[config.mk]
export PLATFORM = sky130hd
export DESIGN_NAME = iter_divider
export DESIGN_NICKNAME = d
export VERILOG_FILES = /design/src/rtl/iter_divider.sv
export SDC_FILE = /design/constraint.sdc
export NUM_CORES = 1
export LEC_CHECK = 0
export CAP_MARGIN = 15
export CORE_UTILIZATION = 55
export DETAILED_ROUTE_END_ITERATION = 8
export PLACE_DENSITY = 0.79
export SLEW_MARGIN = 15
export SYNTH_ARGS = -nofsm -noshare
export SYNTH_HDL_FRONTEND = slang
export SYNTH_SLANG_ARGS = --single-unit
export TNS_END_PERCENT = 10
[constraint.sdc]
create_clock -name clk -period 14.8 [get_ports clk]
set_clock_uncertainty 0.2 [all_clocks]
set_input_delay 2.96 -clock clk [delete_from_list [all_inputs] [get_ports clk]]
set_output_delay 2.96 -clock clk [all_outputs]
set_load 0.1 [all_outputs]
[src/rtl/iter_divider.sv]
// iter_divider: multi-cycle restoring divider, signed or unsigned per operation.
// Operands are accepted through a valid/ready handshake. The unit forms one
// quotient bit per cycle from the operand magnitudes, applies the signs in a
// single fix-up cycle, and holds the result until the consumer accepts it.
// WIDTH may be set from 4 to 64. CNT_W is derived from WIDTH and is not meant
// to be overridden.

module iter_divider #(
  parameter int WIDTH = 32,
  parameter int CNT_W = $clog2(WIDTH + 1)
) (
  input  logic             clk,
  input  logic             rst,
  input  logic             in_valid,
  output logic             in_ready,
  input  logic [WIDTH-1:0] dividend,
  input  logic [WIDTH-1:0] divisor,
  input  logic             is_signed,
  output logic             out_valid,
  input  logic             out_ready,
  output logic [WIDTH-1:0] quotient,
  output logic [WIDTH-1:0] remainder,
  output logic             div_by_zero,
  output logic             busy
);

  typedef enum logic [1:0] {
    IDLE = 2'd0,
    CALC = 2'd1,
    FIX  = 2'd2,
    DONE = 2'd3
  } state_t;

  // The count runs 0..WIDTH-1; the last iteration moves the FSM to FIX.
  localparam logic [CNT_W-1:0] LAST_CNT = CNT_W'(WIDTH - 1);

  // Control state and handshake outputs, all registered.
  state_t           state_q;
  logic             in_ready_q;
  logic             out_valid_q;
  logic             busy_q;
  logic             dbz_q;

  // Datapath. dvd_q starts as the dividend magnitude; each iteration shifts
  // its MSB into the partial remainder and a quotient bit into its LSB, so
  // after WIDTH iterations it holds the quotient magnitude.
  logic [WIDTH-1:0] dvd_q;
  logic [WIDTH-1:0] dsr_q;
  logic [WIDTH:0]   rem_q;
  logic [CNT_W-1:0] cnt_q;
  logic             neg_quo_q;
  logic             neg_rem_q;
  logic [WIDTH-1:0] quotient_q;
  logic [WIDTH-1:0] remainder_q;

  // Combinational helpers.
  logic [WIDTH-1:0] dvd_mag;
  logic [WIDTH-1:0] dsr_mag;
  logic [WIDTH+1:0] rs;
  logic [WIDTH+1:0] diff;
  logic [WIDTH:0]   rem_d;
  logic [WIDTH-1:0] dvd_d;
  logic             q_bit;

  // Operand magnitudes taken at acceptance; in signed mode a negative operand
  // is negated into its WIDTH-bit unsigned magnitude (the most-negative value
  // maps onto itself, which is the correct magnitude read as unsigned).
  always_comb begin
    // NOTE: every variable written here gets a default first, so no latch is inferred.
    dvd_mag = dividend;
    dsr_mag = divisor;
    if (is_signed && dividend[WIDTH-1]) dvd_mag = -dividend;
    if (is_signed && divisor[WIDTH-1])  dsr_mag = -divisor;
  end

  // One restoring step: shift in the next dividend bit, trial-subtract the
  // divisor, keep the difference only when it is non-negative. rs is kept one
  // bit wider than the remainder so the sign of diff is exact.
  always_comb begin
    rs    = {rem_q, dvd_q[WIDTH-1]};
    diff  = rs - {2'b00, dsr_q};
    q_bit = 1'b0;
    rem_d = rs[WIDTH:0];
    if (!diff[WIDTH+1]) begin
      q_bit = 1'b1;
      rem_d = diff[WIDTH:0];
    end
    dvd_d = {dvd_q[WIDTH-2:0], q_bit};
  end

  // Control FSM with registered outputs and the iterative datapath.
  always_ff @(posedge clk or posedge rst) begin
    // NOTE: sequential state uses non-blocking assignments only, so every
    // right-hand side below reads the value from before this clock edge.
    if (rst) begin
      state_q     <= IDLE;
      in_ready_q  <= 1'b1;
      out_valid_q <= 1'b0;
      busy_q      <= 1'b0;
      dbz_q       <= 1'b0;
      dvd_q       <= '0;
      dsr_q       <= '0;
      rem_q       <= '0;
      cnt_q       <= '0;
      neg_quo_q   <= 1'b0;
      neg_rem_q   <= 1'b0;
      quotient_q  <= '0;
      remainder_q <= '0;
    end else begin
      case (state_q)
        IDLE: begin
          if (in_valid) begin
            neg_quo_q  <= is_signed & (dividend[WIDTH-1] ^ divisor[WIDTH-1]);
            neg_rem_q  <= is_signed & dividend[WIDTH-1];
            dvd_q      <= dvd_mag;
            dsr_q      <= dsr_mag;
            rem_q      <= '0;
            cnt_q      <= '0;
            in_ready_q <= 1'b0;
            busy_q     <= 1'b1;
            if (divisor == '0) begin
              // Divide-by-zero skips the iterations: all-ones quotient and
              // the raw dividend as remainder, in either mode.
              quotient_q  <= '1;
              remainder_q <= dividend;
              dbz_q       <= 1'b1;
              out_valid_q <= 1'b1;
              state_q     <= DONE;
            end else begin
              dbz_q   <= 1'b0;
              state_q <= CALC;
            end
          end
        end

        CALC: begin
          rem_q <= rem_d;
          dvd_q <= dvd_d;
          cnt_q <= cnt_q + 1'b1;
          if (cnt_q == LAST_CNT) state_q <= FIX;
        end

        FIX: begin
          // Quotient truncates toward zero; remainder takes the dividend's
          // sign, and negating a zero remainder leaves it zero.
          quotient_q  <= neg_quo_q ? -dvd_q : dvd_q;
          remainder_q <= neg_rem_q ? -rem_q[WIDTH-1:0] : rem_q[WIDTH-1:0];
          out_valid_q <= 1'b1;
          state_q     <= DONE;
        end

        DONE: begin
          // Result is held until the consumer takes it; even if out_ready is
          // already high, at least one cycle is spent here.
          if (out_ready) begin
            out_valid_q <= 1'b0;
            in_ready_q  <= 1'b1;
            busy_q      <= 1'b0;
            state_q     <= IDLE;
          end
        end

        default: begin
          out_valid_q <= 1'b0;
          in_ready_q  <= 1'b1;
          busy_q      <= 1'b0;
          state_q     <= IDLE;
        end
      endcase
    end
  end

  assign in_ready    = in_ready_q;
  assign out_valid   = out_valid_q;
  assign busy        = busy_q;
  assign div_by_zero = dbz_q;
  assign quotient    = quotient_q;
  assign remainder   = remainder_q;

endmodule

Yosys cells after proc, flatten, opt, wreduce, memory -nomap -nowiden
Index checks and enable logic that the tools add are counted.

Reductions and logical operators: 14. Add/sub/neg operators: 6. Bitwise gates (word level): 3. Multiplexer cells: 33. Equal/unequal tests: 8.

Operator list (count): two-way mux 32 bit (9); case mux 32 bit (2 select lines) (3); negation 32 bit (4); two-way mux 33 bit (2); case mux 33 bit (2 select lines) (1); subtractor 34 x 32 -> 34 bit (1); zero test 32 bit (1); case mux 6 bit (2 select lines) (1); AND reduction 3 bit (3); two-way mux 1 bit (8); two-way mux 2 bit (4); != test 2 bit, second input constant (4); case mux 2 bit (4 select lines) (1); adder 6 x 1 -> 6 bit, second input constant (1); == test 6 x 5 -> 1 bit, second input constant (1); two-way mux 6 bit (1); nonzero test 2 bit (3); == test 2 bit, second input constant (2); case mux 1 bit (2 select lines) (2); AND reduction 2 bit (2); AND reduction 4 bit (1); case mux 1 bit (3 select lines) (1); nonzero test 3 bit (1); AND 1 bit (2); 4 further kinds (5).

Register bits: 175. Output and inout bits: 68.

Logic depth before layout (Yosys ltp)
Depth in word-level cells: 4. Depth in mapped cells: 15. Depth with buffers taken out: 13.

Worst setup path before layout
No wires, ideal clock.

Path kind: input to register. From: input port divisor[0]. To: register remainder_q[0], in the netlist remainder[0]. Setup slack: 8.801 ns. Data arrival time: 5.674 ns. Cell stages on the path: 15. Required time: 14.475 ns. Library setup time: 0.125 ns. Cells stage by stage: inv_1 ha_1 inv_1 nor4_2 nand3_2 or4_1 buf_2 or4_4 or2_1 and2_4 buf_6 buf_6 buf_6 nand2_1 o21ai_1.

Word-level cells in the longest chain between the ends: 3.

RTL lines: start, declared (line 17) `input logic [WIDTH-1:0] divisor,`; zero test 32 bit (line 121) `if (divisor == '0) begin`; != test 2 bit (no line); AND reduction 3 bit (no line); end signal, assigned (line 125) `remainder_q <= dividend;`; end signal, assigned (line 147) `remainder_q <= neg_rem_q ? -rem_q[WIDTH-1:0] : rem_q[WIDTH-1:0];`; end, declared (line 54) `logic [WIDTH-1:0] remainder_q;`.

No other way between the ends. A chain may end at the register's enable or synchronous reset.

Worst setup path in the final report
From: input port divisor[1]. To: register quotient_q[11], in the netlist quotient[11].

Word-level cells in the longest chain between the ends: 3.

RTL lines: zero test 32 bit (line 121); != test 2 bit (no line); AND reduction 3 bit (no line); end signal, assigned (line 146) `quotient_q <= neg_quo_q ? -dvd_q : dvd_q;`; end, declared (line 53) `logic [WIDTH-1:0] quotient_q;`.

No other way between the ends.

==> reports/results.txt <==
Drt total wl: 28700 um
Worst slew pin tran: 1.08 ns
Synth Register Bits: 175
Mapped Nets: 1522
Post-CTS setup buffer count: 0
CP endpoint kind: register
Tcrit/Tclk final: 43.5%
First-pass GRT wire length: 47600 um
Max stage delay on crit path: 0.56 ns
RSZ-0062 raised after global routing: false
Crit-path cells: clkdlybuf4s50_1, inv_1, ha_1, inv_1, nor4_2, nand3_2, or4_1, or4_4, or2_1, nand2_4, nor2_1, a31oi_1
Fillcell total: 1770
Synth area leader: dfrtp_1
Final Slew Violations: 0
Top cells by area, synth: dfrtp_1 37%, o21ai_0 8.0%, xor2_1 7.2%
Die H: 148 um
Detailed placement HPWL: 21000 um
Crit-path leading delay family: simple AND/OR/NAND/NOR gates
CTS Buf Count: 17
Clock root buffer: clkbuf_16
Synthesis Warnings: 0
Hold Vio Cnt, Final: 0
Via density: 5.77
Initial antenna violation count: 0
HP Start: dsr_q[11]
Iteration-0 DRC Markers: 739
Ys async rst share: 100%
Layout cells sized above 1: 4.37%
Worst min-delay path class: reg -> reg
Startpoint Class: input pin
Max cap viols: 0
WS Path Type: in -> reg
Die Footprint: 0.0219 mm^2
Die width: 148 um
Rows: 53
Largest net degree at the start of global routing: 110
Post-synth EDFFs: 0
Reg2Reg Setup Slack: 11.03 ns
Syn_area_per_cell: 8.31 um^2
Commonest cells after routing, fill and taps aside: 204 x nand2_1, 186 x o21ai_0, 174 x dfrtp_1
DR pass1 iterations: 5
Longest Clk Path Bufs: 2
Mapped Area: 0.0117 mm^2
Antenna cells: 0
Worst Hold Path Cells: 2
Final GP Congestion: 0.897
GRT Total Usage: 27.1%
Clock Sinks: 175
Most frequent CP cell: inv_1
Post-cts resize count: 0
Max FO, Critical Path: 69
Worst Path Buf+Inv: 3
Worst reg2reg startpoint: rem_q[3]
Slew margin rel.: 27.8%
CP Data Arrival Time: 6.59 ns
Yosys cell types: 65
Worst Hold Endpoint: dsr_q[11]
Crit path from: divisor[1]
CTS H-Tree Depth: 4
Top-area cell type share of the netlist area: 37.2%
Initial cell density of the core: 55.9%
Final setup viols: 0
F_max: 155 MHz
CP required: 14.95 ns
Final-stage net count: 1610
CTS tree: yes
Post-DRT Antenna Nets: 0
DR WL/cell: 16.1 um
R2R cell count: 11
Status: finished, final reports clean
Routed vias: 10300
Post-Synthesis Cells: 1411
Crit-path slowest cell: or4_1
Period minus WS final: 6.44 ns
Core area: 0.0210 mm^2
Seq/Total Area, Yosys: 37.4%
Clock-pin slew on the worst setup and hold paths: 0.07 ns
I/O Pins: 137
Skew-Pair Late Insertion Delay: 0.43 ns
Vias in the first global route: 9590
Drc violations: 0
Most common cell after layout, fill and taps aside: nand2_1
Reg-to-Reg End: rem_q[1]
Layout area overhead: 18.4%
GRT overflow: 0
Setup_tns: 0 ns
Synth Flop Type: dfrtp_1
Hold_buf cts: 0
IO buf count: 136
-- per-stage QoR --
step	cells	area, um^2	setup slack (ns)	util [%]	hold slack, ns
floorplan	1411	11700	6.90	-	0.250
global placement	1755	13200	7.70	63.0	0.262
detailed placement	1755	13200	7.58	63.0	0.270
CTS	1787	13900	8.03	66.2	0.285
global route	1787	13900	8.09	66.2	0.293
finish	1787	13900	8.36	66.2	0.279
-- how the worst max path moves through the flow --
| stage | slack (ns) | endpoint | cells past startpoint |
|---|---|---|---|
| 2_1_floorplan | 6.90 | busy | 1 |
| 3_3_place_gp | 7.70 | remainder[5] | 12 |
| 3_5_place_dp | 7.58 | quotient[0] | 12 |
| 4_1_cts | 8.03 | quotient[0] | 12 |
| 5_1_grt | 8.09 | quotient[11] | 12 |
| 6_report | 8.36 | quotient[11] | 12 |
-- synth_stat cells (9+ instances only) --
| cell type | instances |
|---|---|
| a21o_1 | 14 |
| a21oi_1 | 89 |
| a22oi_1 | 11 |
| a31oi_1 | 41 |
| buf_1 | 9 |
| buf_2 | 12 |
| clkbuf_1 | 50 |
| dfrtp_1 | 174 |
| ha_1 | 41 |
| inv_1 | 61 |
| mux2i_1 | 38 |
| nand2_1 | 206 |
| nand2b_1 | 14 |
| nand3_1 | 12 |
| nand4_1 | 9 |
| nor2_1 | 92 |
| nor2b_1 | 11 |
| nor3_1 | 13 |
| nor4_1 | 10 |
| o21ai_0 | 187 |
| o21ai_1 | 18 |
| o31ai_1 | 27 |
| o41ai_1 | 14 |
| or3_1 | 16 |
| or4_1 | 11 |
| xnor2_1 | 53 |
| xor2_1 | 96 |
-- flip-flops by register name (all words and copies together) (netlist names), 2 cells and up --
name and flops:
rem_q 33, dsr_q 32, dvd_q 32, quotient 32
remainder 32, cnt_q 6, state_q 2
-- metal layers --
layer	track usage [%]	wire [um]
met5	0	0
met4	7.27	447
met3	3.46	1320
met2	44.9	13700
met1	37.2	13300
-- final cells by class --
cell class                 instances  area [um^2]  share of cell area, %
clock inverter                    13          223                   1.60
clock buffer                      19          453                   3.26
tap                              275          344                   2.48
inverter                          61          234                   1.69
sequential                       175         4380                   31.6
multi-input combinational       1100         6820                   49.2
timing repair buffer             144         1420                   10.2
-- cell families after synthesis --
group	count (synthesis)	synth area share, %
flops	175	37.4
fa+ha+maj	42	4.55
xor+xnor	149	11.1
compound gates	439	21.7
simple gates	432	17.3
buf+inv	136	4.71
mux	38	3.25
-- worst min-delay path, stage by stage (launching register included) --
cell and delay (ns):
dfrtp_1 0.34, nand2_1 0.05, o21ai_0 0.06
Power is left out: the tool's default activity adds up to more than one toggle a clock period on the data nets, which glitch-free logic cannot reach.
